### config.mk
export PLATFORM = sky130hd
export DESIGN_NAME = plic_core
export DESIGN_NICKNAME = d
export VERILOG_FILES = /design/src/rtl/plic_core.sv
export SDC_FILE = /design/constraint.sdc
export NUM_CORES = 1
export LEC_CHECK = 0
export ABC_CLOCK_PERIOD_IN_PS = 14700
export CAP_MARGIN = 20
export CELL_PAD_IN_SITES_DETAIL_PLACEMENT = 0
export CELL_PAD_IN_SITES_GLOBAL_PLACEMENT = 2
export CORE_MARGIN = 10
export CORE_UTILIZATION = 40
export DETAILED_ROUTE_END_ITERATION = 12
export GPL_TIMING_DRIVEN = 1
export PLACE_DENSITY_LB_ADDON = 0.1
export REMOVE_ABC_BUFFERS = 1
export SLEW_MARGIN = 10
export SYNTH_ARGS = -nofsm -noshare
export SYNTH_HDL_FRONTEND = slang
export SYNTH_SLANG_ARGS = --single-unit
### constraint.sdc
create_clock -name CLK100MHZ -period 14.7 [get_ports CLK100MHZ]
set_clock_uncertainty 0.05 [all_clocks]
set_input_delay 2.94 -clock CLK100MHZ [delete_from_list [all_inputs] [get_ports CLK100MHZ]]
set_output_delay 2.94 -clock CLK100MHZ [all_outputs]
set_load 0.02 [all_outputs]
### src/rtl/plic_core.sv
// plic_core: platform-level interrupt controller core for a single target.
// Per-source gateways (level or rising-edge) feed pending bits. Enabled
// pending sources are arbitrated by priority (ties go to the lowest ID), and
// the winner is compared against the target threshold to raise irq. Claim
// moves the winner from pending to in-service. Complete releases it.
module plic_core #(
  parameter int N_SRC  = 8,
  parameter int PRIO_W = 3,
  localparam int ID_W  = $clog2(N_SRC + 1)
) (
  input  logic              CLK100MHZ,
  input  logic              CPU_RESETN,
  input  logic [N_SRC-1:0]  src,
  input  logic [N_SRC-1:0]  edge_mode,
  input  logic              cfg_we,
  input  logic [1:0]        cfg_sel,
  input  logic [ID_W-1:0]   cfg_idx,
  input  logic [PRIO_W-1:0] cfg_data,
  input  logic              claim,
  output logic [ID_W-1:0]   claim_id,
  output logic              claim_valid,
  input  logic              complete,
  input  logic [ID_W-1:0]   complete_id,
  output logic              irq
);

  // Array index i holds the state of source ID i+1.
  logic [PRIO_W-1:0] prio_q [N_SRC];
  logic [PRIO_W-1:0] prio_d [N_SRC];
  logic [N_SRC-1:0]  enable_q, enable_d;
  logic [PRIO_W-1:0] threshold_q, threshold_d;
  logic [N_SRC-1:0]  pending_q, pending_d;
  logic [N_SRC-1:0]  in_service_q, in_service_d;
  logic [N_SRC-1:0]  src_prev_q, src_prev_d;
  logic [ID_W-1:0]   best_id_q, best_id_d;
  logic [PRIO_W-1:0] best_prio_q, best_prio_d;
  logic              irq_q, irq_d;
  logic              claim_valid_q, claim_valid_d;
  logic [ID_W-1:0]   claim_id_q, claim_id_d;

  logic [N_SRC-1:0]  gw_set;
  logic              claim_fire;

  // A gateway may raise a new request only when the source is idle (neither
  // pending nor in service). An edge-mode source additionally needs a 0->1
  // transition; edges arriving while busy are dropped.
  assign gw_set = src & ~pending_q & ~in_service_q & ~(edge_mode & src_prev_q);

  // A claim is only granted when irq was asserted; irq implies best_id != 0.
  assign claim_fire = claim & irq_q;

  // Configuration writes: out-of-range IDs fall through every compare.
  always_comb begin
    prio_d      = prio_q;
    enable_d    = enable_q;
    threshold_d = threshold_q;
    if (cfg_we) begin
      case (cfg_sel)
        2'd0: begin
          for (int i = 0; i < N_SRC; i++) begin
            if (cfg_idx == ID_W'(i + 1)) prio_d[i] = cfg_data;
          end
        end
        2'd1: begin
          for (int i = 0; i < N_SRC; i++) begin
            if (cfg_idx == ID_W'(i + 1)) enable_d[i] = cfg_data[0];
          end
        end
        2'd2:    threshold_d = cfg_data;
        default: ;
      endcase
    end
  end

  // Gateway, claim and completion update of pending / in-service. The claim
  // set is applied last so a same-cycle complete of the claimed ID loses.
  always_comb begin
    pending_d    = pending_q | gw_set;
    in_service_d = in_service_q;
    src_prev_d   = src;
    for (int i = 0; i < N_SRC; i++) begin
      if (complete && complete_id == ID_W'(i + 1)) in_service_d[i] = 1'b0;
      if (claim_fire && best_id_q == ID_W'(i + 1)) begin
        pending_d[i]    = 1'b0;
        in_service_d[i] = 1'b1;
      end
    end
  end

  // Arbitration works on next-state pending and configuration so the
  // registered winner never repeats an ID that was just claimed.
  always_comb begin
    best_id_d   = '0;
    best_prio_d = '0;
    for (int i = 0; i < N_SRC; i++) begin
      if (pending_d[i] && enable_d[i] && (prio_d[i] > best_prio_d)) begin
        best_prio_d = prio_d[i];
        best_id_d   = ID_W'(i + 1);
      end
    end
    irq_d = (best_prio_d > threshold_d);
  end

  // Claim response: pulse valid for every claim, and hold the ID until the
  // next claim arrives.
  always_comb begin
    claim_valid_d = claim;
    claim_id_d    = claim_id_q;
    if (claim) claim_id_d = claim_fire ? best_id_q : '0;
  end

  // State registers, cleared asynchronously.
  always_ff @(posedge CLK100MHZ or negedge CPU_RESETN) begin
    if (!CPU_RESETN) begin
      for (int i = 0; i < N_SRC; i++) prio_q[i] <= '0;
      enable_q      <= '0;
      threshold_q   <= '0;
      pending_q     <= '0;
      in_service_q  <= '0;
      src_prev_q    <= '0;
      best_id_q     <= '0;
      best_prio_q   <= '0;
      irq_q         <= 1'b0;
      claim_valid_q <= 1'b0;
      claim_id_q    <= '0;
    end else begin
      for (int i = 0; i < N_SRC; i++) prio_q[i] <= prio_d[i];
      enable_q      <= enable_d;
      threshold_q   <= threshold_d;
      pending_q     <= pending_d;
      in_service_q  <= in_service_d;
      src_prev_q    <= src_prev_d;
      best_id_q     <= best_id_d;
      best_prio_q   <= best_prio_d;
      irq_q         <= irq_d;
      claim_valid_q <= claim_valid_d;
      claim_id_q    <= claim_id_d;
    end
  end

  assign irq         = irq_q;
  assign claim_valid = claim_valid_q;
  assign claim_id    = claim_id_q;

endmodule

**Word-level counts from Yosys, hierarchy flattened**

Index checks and enable logic that the tools add are counted.

- Word-level logic and storage cells: 172
- Bits in registers: 69
- Input bits: 34

- Magnitude comparators: 9
- Bitwise gates (word level): 9
- Equal/unequal tests: 26
- Muxes and demuxes: 63
- Reductions and logical operators: 41

Operators with widths:

| kind | count |
|---|---|
| $mux W3 | 18 |
| $eq A4 B3 Y1 const B | 12 |
| $mux W24 | 2 |
| $mux W1 | 33 |
| $and A8 B8 Y8 | 4 |
| $logic_and A1 B1 Y1 | 32 |
| $mux W4 | 8 |
| $eq A4 B2 Y1 const B | 6 |
| $gt A3 B3 Y1 | 8 |
| $not A8 Y8 | 3 |
| $mux W8 | 2 |
| $reduce_bool A2 Y1 | 8 |
| $eq A4 B1 Y1 const B | 3 |
| $eq A4 B4 Y1 const B | 3 |
| $or A8 B8 Y8 | 1 |
| $gt A3 B1 Y1 const B | 1 |
| $eq A2 B1 Y1 const B | 1 |
| $eq A2 B2 Y1 const B | 1 |
| $logic_not A2 Y1 | 1 |
| $and A1 B1 Y1 | 1 |

**Longest topological paths before layout**

- Depth in word-level cells: 31
- Mapped depth: 65
- Mapped depth without buffers: 64

**Least setup slack after synthesis**

No wires, ideal clock.

- Path kind: input -> register
- Start: input cfg_sel[0]
- End: register irq_q, in the netlist irq
- Buffers on the path: 1
- Data arrival time: 12626 ps
- Data required time: 14524 ps
- Slack: 1898 ps
- Stages on the path: 55
- Cells stage by stage: and4bb_1 nand2_1 mux2_1 nand2_1 ha_1 nor2b_1 o31ai_1 nand3b_1 a21o_1 ha_1 nor2b_1 o21ai_0 nand2b_1 nand4b_4 nor2_1 a21oi_1 inv_1 ha_1 [... 19 more ...] ha_1 inv_1 a21o_1 a21oi_1 a31oi_1 nand3_1 a21o_1 ha_1 nor2b_1 o21a_1 o211ai_1 a31oi_1 clkbuf_1 o21ai_1 ha_1 a21o_1 a21oi_1 a31oi_1

RTL lines:

| element | line | RTL |
|---|---|---|
| start: declaration | 16 | `input logic [1:0] cfg_sel,` |
| end signal: assignment | 135 | `irq_q <= irq_d;` |
| end: declaration | 37 | `logic irq_q, irq_d;` |

**Final worst setup path**

- Start: input cfg_idx[3]
- End: register irq_q, in the netlist irq

- Word-level cells in the longest chain between the ends: 29

RTL lines:

| element | line | RTL |
|---|---|---|
| start: declaration | 17 | `input logic [ID_W-1:0] cfg_idx,` |
| $eq A4 B1 Y1 | 61, 66 |  |
| $mux W3 / $mux W1 (equally long branches) | 61, 66 |  |
| $mux W24 / $mux W8 (equally long branches) | 58 | `case (cfg_sel)` |
| $mux W24 / $mux W8 (equally long branches) | 57 | `if (cfg_we) begin` |
| $gt A3 B1 Y1 / $logic_and A1 B1 Y1 (equally long branches) | 96 | `if (pending_d[i] && enable_d[i] && (prio_d[i] > best_prio_d)) begin` |
| $logic_and A1 B1 Y1 | 96 |  |
| $mux W3 | 96 |  |
| $gt A3 B3 Y1 | 96 |  |
| [... 14 more ...] | n/a |  |
| $gt A3 B3 Y1 | 96 |  |
| $logic_and A1 B1 Y1 | 96 |  |
| $mux W3 | 96 |  |
| $gt A3 B3 Y1 | 96 |  |
| $logic_and A1 B1 Y1 | 96 |  |
| $mux W3 (*) | 96 |  |
| $gt A3 B3 Y1 (*) | 101 | `irq_d = (best_prio_d > threshold_d);` |
| net irq_d | 37 |  |

The timed path passes the listed nets; every way through them passes the cells marked *.
A chain may end at the register's enable or synchronous reset.

==> run metrics <==
fillers 923; Lkg Pwr 2.26 nW; EDFF count, synth 0; ys flop type dfrtp_1; vias 2928; first-pass GRT wire length 16.0 mm; final hold vios 0; root buf cell clkbuf_8; maximum vdd drop 0.0575 mV; Yosys reg bits 69; Post-synth top cells dfrtp_1, nand2_1, inv_1; Crit Path Max Fanout 11; critical path launch point type input pin; antenna violations before repair 0; WL per Instance approximately 17 um; Logic pwr share 36.7%; ys async rst share 100%; DR DRC count 0; Post-Synthesis Cells 380; Hold Crit Class reg -> reg; GP Congestion just over 0.8; hold_buf cts 0; status complete, no violations; sequential-to-total area share from yosys stat 43.8%; library cells used by synthesis 67; Int Pwr 0.403 mW; largest net degree at the start of global routing 70; Final Cycle Share 93.6%; pwr dens approximately 130 mW/mm2; final wirelength 9.72 mm; DIE AREA 0.0142 mm2; GR Util All Layers 14.2%; CTS buffer count 9; final setup fails 0; worst path required time 14.88 ns; Max stage delay on crit path 0.55 ns; # clock sinks 69; CP most frequent cell ha_1; share of cells above drive strength 1 between 10% and 20%; Syn Std Cell Area 0.00394 mm2; Via-to-Cell Ratio 5.11; Hold WS 0.433 ns; 1st-iter DRT viols 138; GRT overflow 0; Die Ht 119 um; Clk network pwr share between 20% and 30%; FMAX roughly 73 MHz; Slew Viols, Final 0; Rel. slew slack 38.8%; total I/O pin count 40; fin nets 490; Sw Pwr roughly 0.21 mW; slew at the pin closest to its max-slew limit 0.918 ns; Synth-to-Final Area Change 20.9%; Worst-Skew Late Latency 0.35 ns; Crit path arrival time about 14 ns; Core Rows 36; Synth top area share 43.8%; antenna viol nets, final 0; clock buffer depth 2; sequential power share 38.2%; Finished Core Util a little under 50%; Initial Util 40.7%; switching share of power 34.0%; cell taking the most area after synthesis dfrtp_1; number of H-tree levels 3; DR pass1 iterations 4; setup tns final 0 ns; RSZ-0062 raised after global routing false; synth warn 0; Die Span X 119 um; CTS tree done; clock transition at the registers of the reported paths approximately 0.08 ns; Period minus WS final 13.75 ns; Post-DP HPWL approximately 7.4 mm; synth top area cells dfrtp_1, ha_1, mux2_2, nand2_1, mux2i_1; mean area per synthesized cell between 10 and 15 um2; core area 0.00968 mm2; Worst setup EP type flip-flop; Port Buffer Count 39; vias in the first global route just over 3k; most common cell in the netlist dfrtp_1; Max Cap Violations 0; ANT cells 0; slowest library cell on the worst path clkdlybuf4s50_1; WS Path Type in -> reg
-- power groups by stage --
stage          Combinational, mW  Clock, mW  Sequential [mW]
2_1_floorplan              0.153          0            0.235
4_1_cts                    0.219      0.160            0.233
3_3_place_gp               0.215          0            0.236
5_1_grt                    0.253      0.166            0.236
3_5_place_dp               0.218          0            0.237
6_report                   0.224      0.154            0.233
-- path summary, 6_finish.rpt --
check                      depth (start not counted)                  start                      end  slack [ns]
setup / recovery                                  61             cfg_idx[3]            irq$_DFF_PN0_        0.95
hold / removal                                     2  enable_q[2]$_DFF_PN0_    enable_q[2]$_DFF_PN0_        0.43
setup reg to reg                                  60          irq$_DFF_PN0_            irq$_DFF_PN0_        3.73
hold reg to reg                                    2  enable_q[2]$_DFF_PN0_    enable_q[2]$_DFF_PN0_        0.43
max in group asynchronous                          2             CPU_RESETN      prio_q[8]$_DFF_PN0_       11.24
min in group asynchronous                          2             CPU_RESETN  src_prev_q[2]$_DFF_PN0_        2.75
-- registers in the layout, indices dropped and copies added (netlist names), 3 cells and up --
| register | cells |
|---|---|
| best_id_q | 4 |
| claim_id | 4 |
| enable_q | 8 |
| in_service_q | 8 |
| pending_q | 8 |
| prio_q | 24 |
| src_prev_q | 8 |
| threshold_q | 3 |
-- cell families after synthesis --
logic type / count (synthesis) / synth area share [%]
AND/OR/NAND/NOR: 115 / 17.5
AO/OA/AOI/OAI: 86 / 14.7
flip-flops: 69 / 43.8
buffers and inverters: 44 / 4.38
multiplexers: 44 / 12.7
adder cells (fa/ha/maj): 21 / 6.67
XOR/XNOR: 1 / 0.222
-- repair_timing --
item / in CTS / in global routing
resized for setup: 0 / 11
buffers inserted: 0 / 5
setup endpoints to repair: 0 / 1
-- layout make-up --
type                    count  area (um2)  share of cell area [%]
multi-input cells         267        2060                    43.2
flip-flops and latches     69        1730                    36.2
repair buffers             50         478                    10.0
well taps                 133         166                    3.49
clock buffers              12         145                    3.05
inverters                  38         143                    2.99
clock inverters             4        47.5                   0.998
-- per-stage QoR --
stage / cells / instance area, um2 / setup WS (ns) / total power [mW]
floorplan: 374 / 3910 / 1.80 / 0.388
global route: 573 / 4770 / 0.00591 / 0.655
global placement: 552 / 4510 / 0.00659 / 0.451
CTS: 568 / 4700 / 0.295 / 0.612
detailed placement: 552 / 4510 / -0.0905 / 0.455
finish: 573 / 4770 / 0.946 / 0.611
-- layer usage --
layer	up-vias	global-route usage, %	share of wire [%]
met1	1400	18.8	49
met3	11	1.94	2.5
li1	1466	-	-
met2	51	22.5	47
met4	0	6.95	1.9
met5	-	0	0
-- cell usage in the layout (no fill, tap or decap), drive strengths merged, types with 7 or more instances in the layout --
cell type	netlist	final
dfrtp	69	69
nand3	7	7
clkdlybuf4s50	0	34
mux2i	17	17
inv	38	38
ha	21	21
nor2	11	11
o21ai	25	25
buf	1	12
nand2	49	49
a21oi	11	11
clkbuf	5	12
mux2	27	27
a31oi	13	13
-- critical path: cells and delay by family --
family | cells | cell delay [ns]
AOI/OAI and AO/OA | 27 | 3.95
muxes | 3 | 0.95
and+or+nand+nor | 16 | 2.88
adders and majority gates | 8 | 2.14
buffers and inverters | 7 | 1.09
(Power assumes the default switching activity.)
